**src/rtl/alu_muldiv_seq_pkg.sv**
```systemverilog
// Shared definitions for the sequential M-extension multiply/divide unit:
// funct3 op codes, FSM state encoding and operand signedness decode.
package alu_muldiv_seq_pkg;

   localparam logic [2:0] F_MUL    = 3'b000;
   localparam logic [2:0] F_MULH   = 3'b001;
   localparam logic [2:0] F_MULHSU = 3'b010;
   localparam logic [2:0] F_MULHU  = 3'b011;
   localparam logic [2:0] F_DIV    = 3'b100;
   localparam logic [2:0] F_DIVU   = 3'b101;
   localparam logic [2:0] F_REM    = 3'b110;
   localparam logic [2:0] F_REMU   = 3'b111;

   typedef enum logic [2:0] {
      S_IDLE = 3'd0,
      S_PREP = 3'd1,
      S_CALC = 3'd2,
      S_FIX  = 3'd3,
      S_DONE = 3'd4
   } state_e;

   function automatic logic op_a_signed(input logic [2:0] f);
      return (f == F_MULH) || (f == F_MULHSU) || (f == F_DIV) || (f == F_REM);
   endfunction

   function automatic logic op_b_signed(input logic [2:0] f);
      return (f == F_MULH) || (f == F_DIV) || (f == F_REM);
   endfunction

endpackage

```
**src/rtl/alu_muldiv_seq_datapath.sv**
```systemverilog
// Iterative radix-2 datapath: operand latch, magnitude prep, shift-add multiply,
// restoring divide, sign fix-up and result register. Sequenced by alu_muldiv_seq.
module muldiv_datapath
   import alu_muldiv_seq_pkg::*;
#(
   parameter int XLEN  = 32,
   parameter int CNT_W = $clog2(XLEN) + 1
) (
   input  logic            clk,
   input  logic            reset,
   input  logic            capture_i,
   input  logic            prep_i,
   input  logic            step_i,
   input  logic            fix_i,
   input  logic [2:0]      funct3_i,
   input  logic [XLEN-1:0] rs1_i,
   input  logic [XLEN-1:0] rs2_i,
   output logic            cnt_done_o,
   output logic [XLEN-1:0] result_o
);

   logic [2:0]        op_q, op_d;
   logic [XLEN-1:0]   a_q, a_d, b_q, b_d, m_q, m_d, res_q, res_d;
   logic [2*XLEN-1:0] acc_q, acc_d;
   logic              neg_q, neg_d;
   logic [CNT_W-1:0]  cnt_q, cnt_d;

   logic              is_div, a_neg, b_neg, div_ge;
   logic [XLEN-1:0]   mag_a, mag_b, lo, hi;
   logic [XLEN:0]     mul_sum, div_trial, div_rem;
   logic [2*XLEN-1:0] prod;

   always_comb begin
      op_d  = op_q;
      a_d   = a_q;
      b_d   = b_q;
      m_d   = m_q;
      res_d = res_q;
      acc_d = acc_q;
      neg_d = neg_q;
      cnt_d = cnt_q;

      is_div    = op_q[2];
      a_neg     = op_a_signed(op_q) & a_q[XLEN-1];
      b_neg     = op_b_signed(op_q) & b_q[XLEN-1];
      mag_a     = a_neg ? -a_q : a_q;
      mag_b     = b_neg ? -b_q : b_q;
      lo        = acc_q[XLEN-1:0];
      hi        = acc_q[2*XLEN-1:XLEN];
      mul_sum   = {1'b0, hi} + (acc_q[0] ? {1'b0, m_q} : '0);
      // Divide: hi holds the partial remainder, lo shifts dividend out / quotient in.
      div_trial = acc_q[2*XLEN-1:XLEN-1];
      div_ge    = div_trial >= {1'b0, m_q};
      div_rem   = div_ge ? (div_trial - {1'b0, m_q}) : div_trial;
      prod      = neg_q ? -acc_q : acc_q;

      if (capture_i) begin
         op_d = funct3_i;
         a_d  = rs1_i;
         b_d  = rs2_i;
      end
      if (prep_i) begin
         cnt_d = '0;
         if (is_div) begin
            m_d   = mag_b;
            acc_d = {{XLEN{1'b0}}, mag_a};
            // Divide-by-zero keeps an unsigned all-ones quotient.
            neg_d = op_q[1] ? a_neg : ((a_neg ^ b_neg) & (b_q != '0));
         end else begin
            m_d   = mag_a;
            acc_d = {{XLEN{1'b0}}, mag_b};
            neg_d = a_neg ^ b_neg;
         end
      end
      if (step_i) begin
         cnt_d = cnt_q + 1'b1;
         if (is_div) acc_d = {div_rem[XLEN-1:0], lo[XLEN-2:0], div_ge};
         else        acc_d = {mul_sum, lo[XLEN-1:1]};
      end
      if (fix_i) begin
         if (is_div) res_d = op_q[1] ? (neg_q ? -hi : hi) : (neg_q ? -lo : lo);
         else        res_d = (op_q == F_MUL) ? prod[XLEN-1:0] : prod[2*XLEN-1:XLEN];
      end
   end

   always_ff @(posedge clk or negedge reset) begin
      if (!reset) begin
         op_q  <= '0;
         a_q   <= '0;
         b_q   <= '0;
         m_q   <= '0;
         res_q <= '0;
         acc_q <= '0;
         neg_q <= 1'b0;
         cnt_q <= '0;
      end else begin
         op_q  <= op_d;
         a_q   <= a_d;
         b_q   <= b_d;
         m_q   <= m_d;
         res_q <= res_d;
         acc_q <= acc_d;
         neg_q <= neg_d;
         cnt_q <= cnt_d;
      end
   end

   assign cnt_done_o = (cnt_q == CNT_W'(XLEN));
   assign result_o   = res_q;

endmodule

```
**src/rtl/alu_muldiv_seq.sv**
```systemverilog
// Sequential RISC-V M-extension multiply/divide unit: fixed-latency FSM
// (IDLE, PREP, CALC, FIX, DONE) driving the iterative muldiv_datapath.
module alu_muldiv_seq
   import alu_muldiv_seq_pkg::*;
#(
   parameter int XLEN  = 32,
   parameter int CNT_W = $clog2(XLEN) + 1
) (
   input  logic            clk,
   input  logic            reset,
   input  logic            start_i,
   input  logic [2:0]      funct3_i,
   input  logic [XLEN-1:0] rs1_i,
   input  logic [XLEN-1:0] rs2_i,
   output logic            busy_o,
   output logic            done_o,
   output logic [XLEN-1:0] result_o
);

   state_e state_q, state_d;
   logic   capture, prep, step, fix, cnt_done;

   always_ff @(posedge clk or negedge reset) begin
      if (!reset) state_q <= S_IDLE;
      else        state_q <= state_d;
   end

   // CALC spends one extra cycle seeing the counter at XLEN, which keeps
   // the latency identical for every op.
   always_comb begin
      state_d = state_q;
      capture = 1'b0;
      prep    = 1'b0;
      step    = 1'b0;
      fix     = 1'b0;
      case (state_q)
         S_IDLE: if (start_i) begin
            capture = 1'b1;
            state_d = S_PREP;
         end
         S_PREP: begin
            prep    = 1'b1;
            state_d = S_CALC;
         end
         S_CALC: begin
            if (cnt_done) state_d = S_FIX;
            else          step    = 1'b1;
         end
         S_FIX: begin
            fix     = 1'b1;
            state_d = S_DONE;
         end
         S_DONE:  state_d = S_IDLE;
         default: state_d = S_IDLE;
      endcase
   end

   assign busy_o = (state_q != S_IDLE);
   assign done_o = (state_q == S_DONE);

   muldiv_datapath #(
      .XLEN  (XLEN),
      .CNT_W (CNT_W)
   ) u_dp (
      .clk        (clk),
      .reset      (reset),
      .capture_i  (capture),
      .prep_i     (prep),
      .step_i     (step),
      .fix_i      (fix),
      .funct3_i   (funct3_i),
      .rs1_i      (rs1_i),
      .rs2_i      (rs2_i),
      .cnt_done_o (cnt_done),
      .result_o   (result_o)
   );

endmodule
```
**config.mk**
```make
export PLATFORM = sky130hd
export DESIGN_NAME = alu_muldiv_seq
export DESIGN_NICKNAME = d
export VERILOG_FILES = /design/src/rtl/alu_muldiv_seq_pkg.sv /design/src/rtl/alu_muldiv_seq_datapath.sv /design/src/rtl/alu_muldiv_seq.sv
export SDC_FILE = /design/constraint.sdc
export NUM_CORES = 1
export LEC_CHECK = 0
export ABC_AREA = 1
export BUFFER_PORTS_ARGS = -buffer_cell sky130_fd_sc_hd__buf_2
export CORE_MARGIN = 4
export CORE_UTILIZATION = 37
export DETAILED_ROUTE_END_ITERATION = 7
export MAX_ROUTING_LAYER = met4
export PLACE_DENSITY = 0.62
export SKIP_CTS_REPAIR_TIMING = 1
export SLEW_MARGIN = 25
export SYNTH_ARGS = -nofsm -noshare
export SYNTH_HDL_FRONTEND = slang
export SYNTH_SLANG_ARGS = --single-unit
```
**constraint.sdc**
```tcl
create_clock -name clk -period 2.8 [get_ports clk]
set_input_delay 0.14 -clock clk [delete_from_list [all_inputs] [get_ports clk]]
set_output_delay 0.14 -clock clk [all_outputs]
set_load 0.03 [all_outputs]
```
==> summary.md <==
## Run status
- finished clean — outcome

## Synth
- 19800 µm² — Syn Std Cell Area
- dfrtp_1 — post-synthesis cell type with the largest combined area
- simple AND/OR/NAND/NOR gates — combinational family with the most area after synthesis
- 0.0463 — adder-cell share of the synthesized area
- 0 — number of synthesis warnings
- 0.404 — simple-gate share of the synthesized area
- 1.00 — fraction of registers with async set or reset after synthesis
- 0.00455 — mux contribution to synthesized area
- 0 — number of synthesized flops with an enable pin
- 0.0385 — synthesized-area fraction occupied by xor and xnor cells
- nand2_1 (945), nor2_1 (430), inv_1 (425) — synth cell count leaders
- nand2_1 — top-count cell post-synth
- 57 — number of distinct library cell variants in the gate-level netlist after synthesis
- 205 — FF+latch count, synth
- dfrtp_1 (26%), nand2_1 (18%), nand3_1 (9.1%) — top area cells in the synthesized netlist
- 5.99 µm² — Syn Area/Cell
- 0.259 — proportion of synthesized chip area in sequential cells
- 3301 — synthesized netlist cell count
- 0.259 — fraction of post-synthesis cell area in the top cell type by area
- 3443 — number of nets produced by synthesis
- dfrtp_1 — top_reg_cell synth
- 0.139 — compound-cell area share of the yosys netlist

## Clock network
- 0.07 ns — clock slew seen by the registers of the worst setup and hold paths
- 3 — buffers from clock root to sink, at most
- 1 — number of levels in the clock H-tree
- clkbuf_16 — clock root buffer master
- built — CTS tree
- 28 — CTS buffer count
- 0.61 ns — Clk Latency, worst-skew pair
- 205 — sinks on the clock net

## Power
- 0.111 — Clk pwr share
- 0.583 — switching share of power
- 12.0 nW — Static Leakage
- 0.168 — sequential share of power
- 0.721 — share of power burned in combinational logic
- 0.667 mV — Worst VDD drop
- 0.0202 W — net switching power
- 0.0145 W — internal power contribution
- 1470 nW/µm² — pwr/cell area

## Placement
- 1.02 — final weighted congestion in routability-driven placement
- 103 — number of buffer cells added on primary ports
- 0.0948 ns — worst slack after detailed placement
- 69700 µm — Detail Placement HPWL

## GRT
- 0 — GRT Residual Overflow
- 137 — largest net degree at the start of global routing
- 2 — initial antenna violation count
- 130000 µm — global-route wire length before repair
- 21200 — via count of the first global-routing pass
- 0.305 — overall routing resource usage

## Timing
- 0.756 ns — pin slew with the least headroom to its limit
- yes — unrepaired setup endpoints after global routing
- 0.0600 ns — setup clock skew after layout
- 0.371 GHz — maximum clock frequency
- 0.496 — max-slew headroom at the worst pin
- 0.173 ns — tightest hold margin
- 0 — setup violation total in the final timing report
- 0.963 — final cycle utilization of the critical path
- 0 ns — setup_tns
- 0.103 ns — worst setup margin
- 2.70 ns — final worst path period need
- 0 — Final Slew Violations
- 0 — final number of hold-violating endpoints

## Final layout
- 19.5% — synth-to-layout area growth
- 12600 µm² — footprint of the multi-input gates
- 0.108 — share of cells above drive strength 1
- 5140 µm² — Reg area
- 5634 — Filler Cell Count
- 3667 — final layout net count

## Drt
- 2511 — Starting DRT DRC Count
- 5.44 — vias per cell
- 20.7 µm — wire length per cell after detailed routing
- 0 — post-route DRC violation count
- 23100 — vias after detailed routing
- 87800 µm — Final Routed Wirelength
- 8 — TritonRoute pass-1 iters
- 0 — residual antenna-violating net count after detailed routing

## Setup path
- reg -> reg — startpoint-to-endpoint class of the critical path
- 19 — crit-path max FO
- flop — Critical Path End Type
- 3.28 ns — WP data required
- u_dp.acc_q[0] — capture point of the worst reg-to-reg path
- 12 — worst reg-to-reg path cell count
- 3.18 ns — data arrival time of the critical path
- 0.10 ns — Reg2Reg Setup Slack
- u_dp.m_q[28] — Reg-to-Reg Start
- flop — startpoint kind of the worst setup timing path

## Die
- 239 µm — floorplan die height
- 57200 µm² — Die Footprint
- 84 — row cnt
- 52800 µm² — core box area
- 104 — IO Pins
- 239 µm — die span in x
- 0.375 — initial cell density of the core

## Worst hold path
- in -> async — type of the most critical hold path

## Job
- 0 — Max Cap Violations

-- stage by stage --
stage | instance area [µm²] | std cells | power (W) | util
2_1_floorplan | 19800 | 3301 | 0.0209 | -
3_3_place_gp | 21900 | 4114 | 0.0300 | 0.414
3_5_place_dp | 21900 | 4114 | 0.0300 | 0.414
4_1_cts | 22900 | 4166 | 0.0340 | 0.433
5_1_grt | 23600 | 4236 | 0.0371 | 0.448
6_report | 23600 | 4236 | 0.0346 | 0.448
-- worst max path at each step --
stage                              from              to  slack (ns)
after CTS                 u_dp.acc_q[0]  u_dp.acc_q[52]        0.03
after global placement    u_dp.acc_q[0]  u_dp.acc_q[48]        0.03
final                      u_dp.m_q[28]   u_dp.acc_q[0]        0.10
after detailed placement  u_dp.acc_q[0]  u_dp.acc_q[52]        0.09
after global routing      u_dp.acc_q[0]  u_dp.acc_q[60]       -0.04
after floorplan           u_dp.acc_q[0]  u_dp.acc_q[53]        0.26
-- kinds of logic after synthesis --
family                   Yosys count
buffers and inverters            556
XOR/XNOR                          87
AND/OR/NAND/NOR                 1889
flip-flops                       205
adder cells (fa/ha/maj)           72
AO/OA/AOI/OAI                    484
multiplexers                       8
-- power groups by stage --
stage	Combinational, W	Clock (W)	Sequential (W)
3_3_place_gp	0.0242	0	0.00580
5_1_grt	0.0272	0.00402	0.00596
3_5_place_dp	0.0242	0	0.00581
2_1_floorplan	0.0151	0	0.00584
6_report	0.0250	0.00386	0.00582
4_1_cts	0.0243	0.00391	0.00578
-- area by class of cell --
type	count	share of cell area
clock inverters	17	0.00968
diodes	1	0.000106
repair buffers	306	0.0998
clock buffers	35	0.0320
multi-input cells	2540	0.534
inverters	444	0.0707
flip-flops and latches	205	0.217
well taps	688	0.0364
-- registers in the layout (all words and copies together) (netlist names) --
| name | count |
|---|---|
| u_dp.op_q | 3 |
| u_dp.cnt_q | 6 |
| u_dp.b_q | 32 |
| u_dp.result_o | 32 |
| u_dp.m_q | 32 |
| u_dp.acc_q | 64 |
| u_dp.neg_q | 1 |
| u_dp.a_q | 32 |
| state_q | 3 |
-- critical path, stage by stage, from the launching register on --
cell and delay [ns]:
dfrtp_1 0.46, inv_1 0.11, ha_1 0.37, nand2_1 0.19
nor3_1 0.25, buf_4 0.16, nand4_1 0.10, nand2_2 0.13
nor2_8 0.05, nand2_8 0.17, buf_4 0.19, o21ai_1 0.07
a22oi_1 0.28
-- placed cells by master, fill, tap and decap left out, types with 11 or more instances in the layout --
| master | instances |
|---|---|
| a21oi_1 | 183 |
| buf_12 | 11 |
| buf_2 | 102 |
| buf_4 | 123 |
| clkbuf_16 | 28 |
| dfrtp_1 | 202 |
| dlygate4sd3_1 | 69 |
| ha_1 | 68 |
| inv_1 | 424 |
| inv_2 | 12 |
| nand2_1 | 940 |
| nand3_1 | 358 |
| nand3b_1 | 13 |
| nand4_1 | 55 |
| nor2_1 | 424 |
| nor2_2 | 15 |
| nor3_1 | 28 |
| o211ai_1 | 58 |
| o21ai_0 | 132 |
| o21ai_1 | 28 |
| o21bai_1 | 13 |
| o22ai_1 | 28 |
| or2_2 | 15 |
| xor2_1 | 79 |
-- layer usage --
metal,GRT usage,vias to the layer above,share of wire
li1,-,11100,-
met1,0.414,10800,0.44
met2,0.468,984,0.44
met3,0.0421,162,0.075
met4,0.110,0,0.045
met5,-,-,0
No activity file was read; power rests on OpenSTA's default activity.
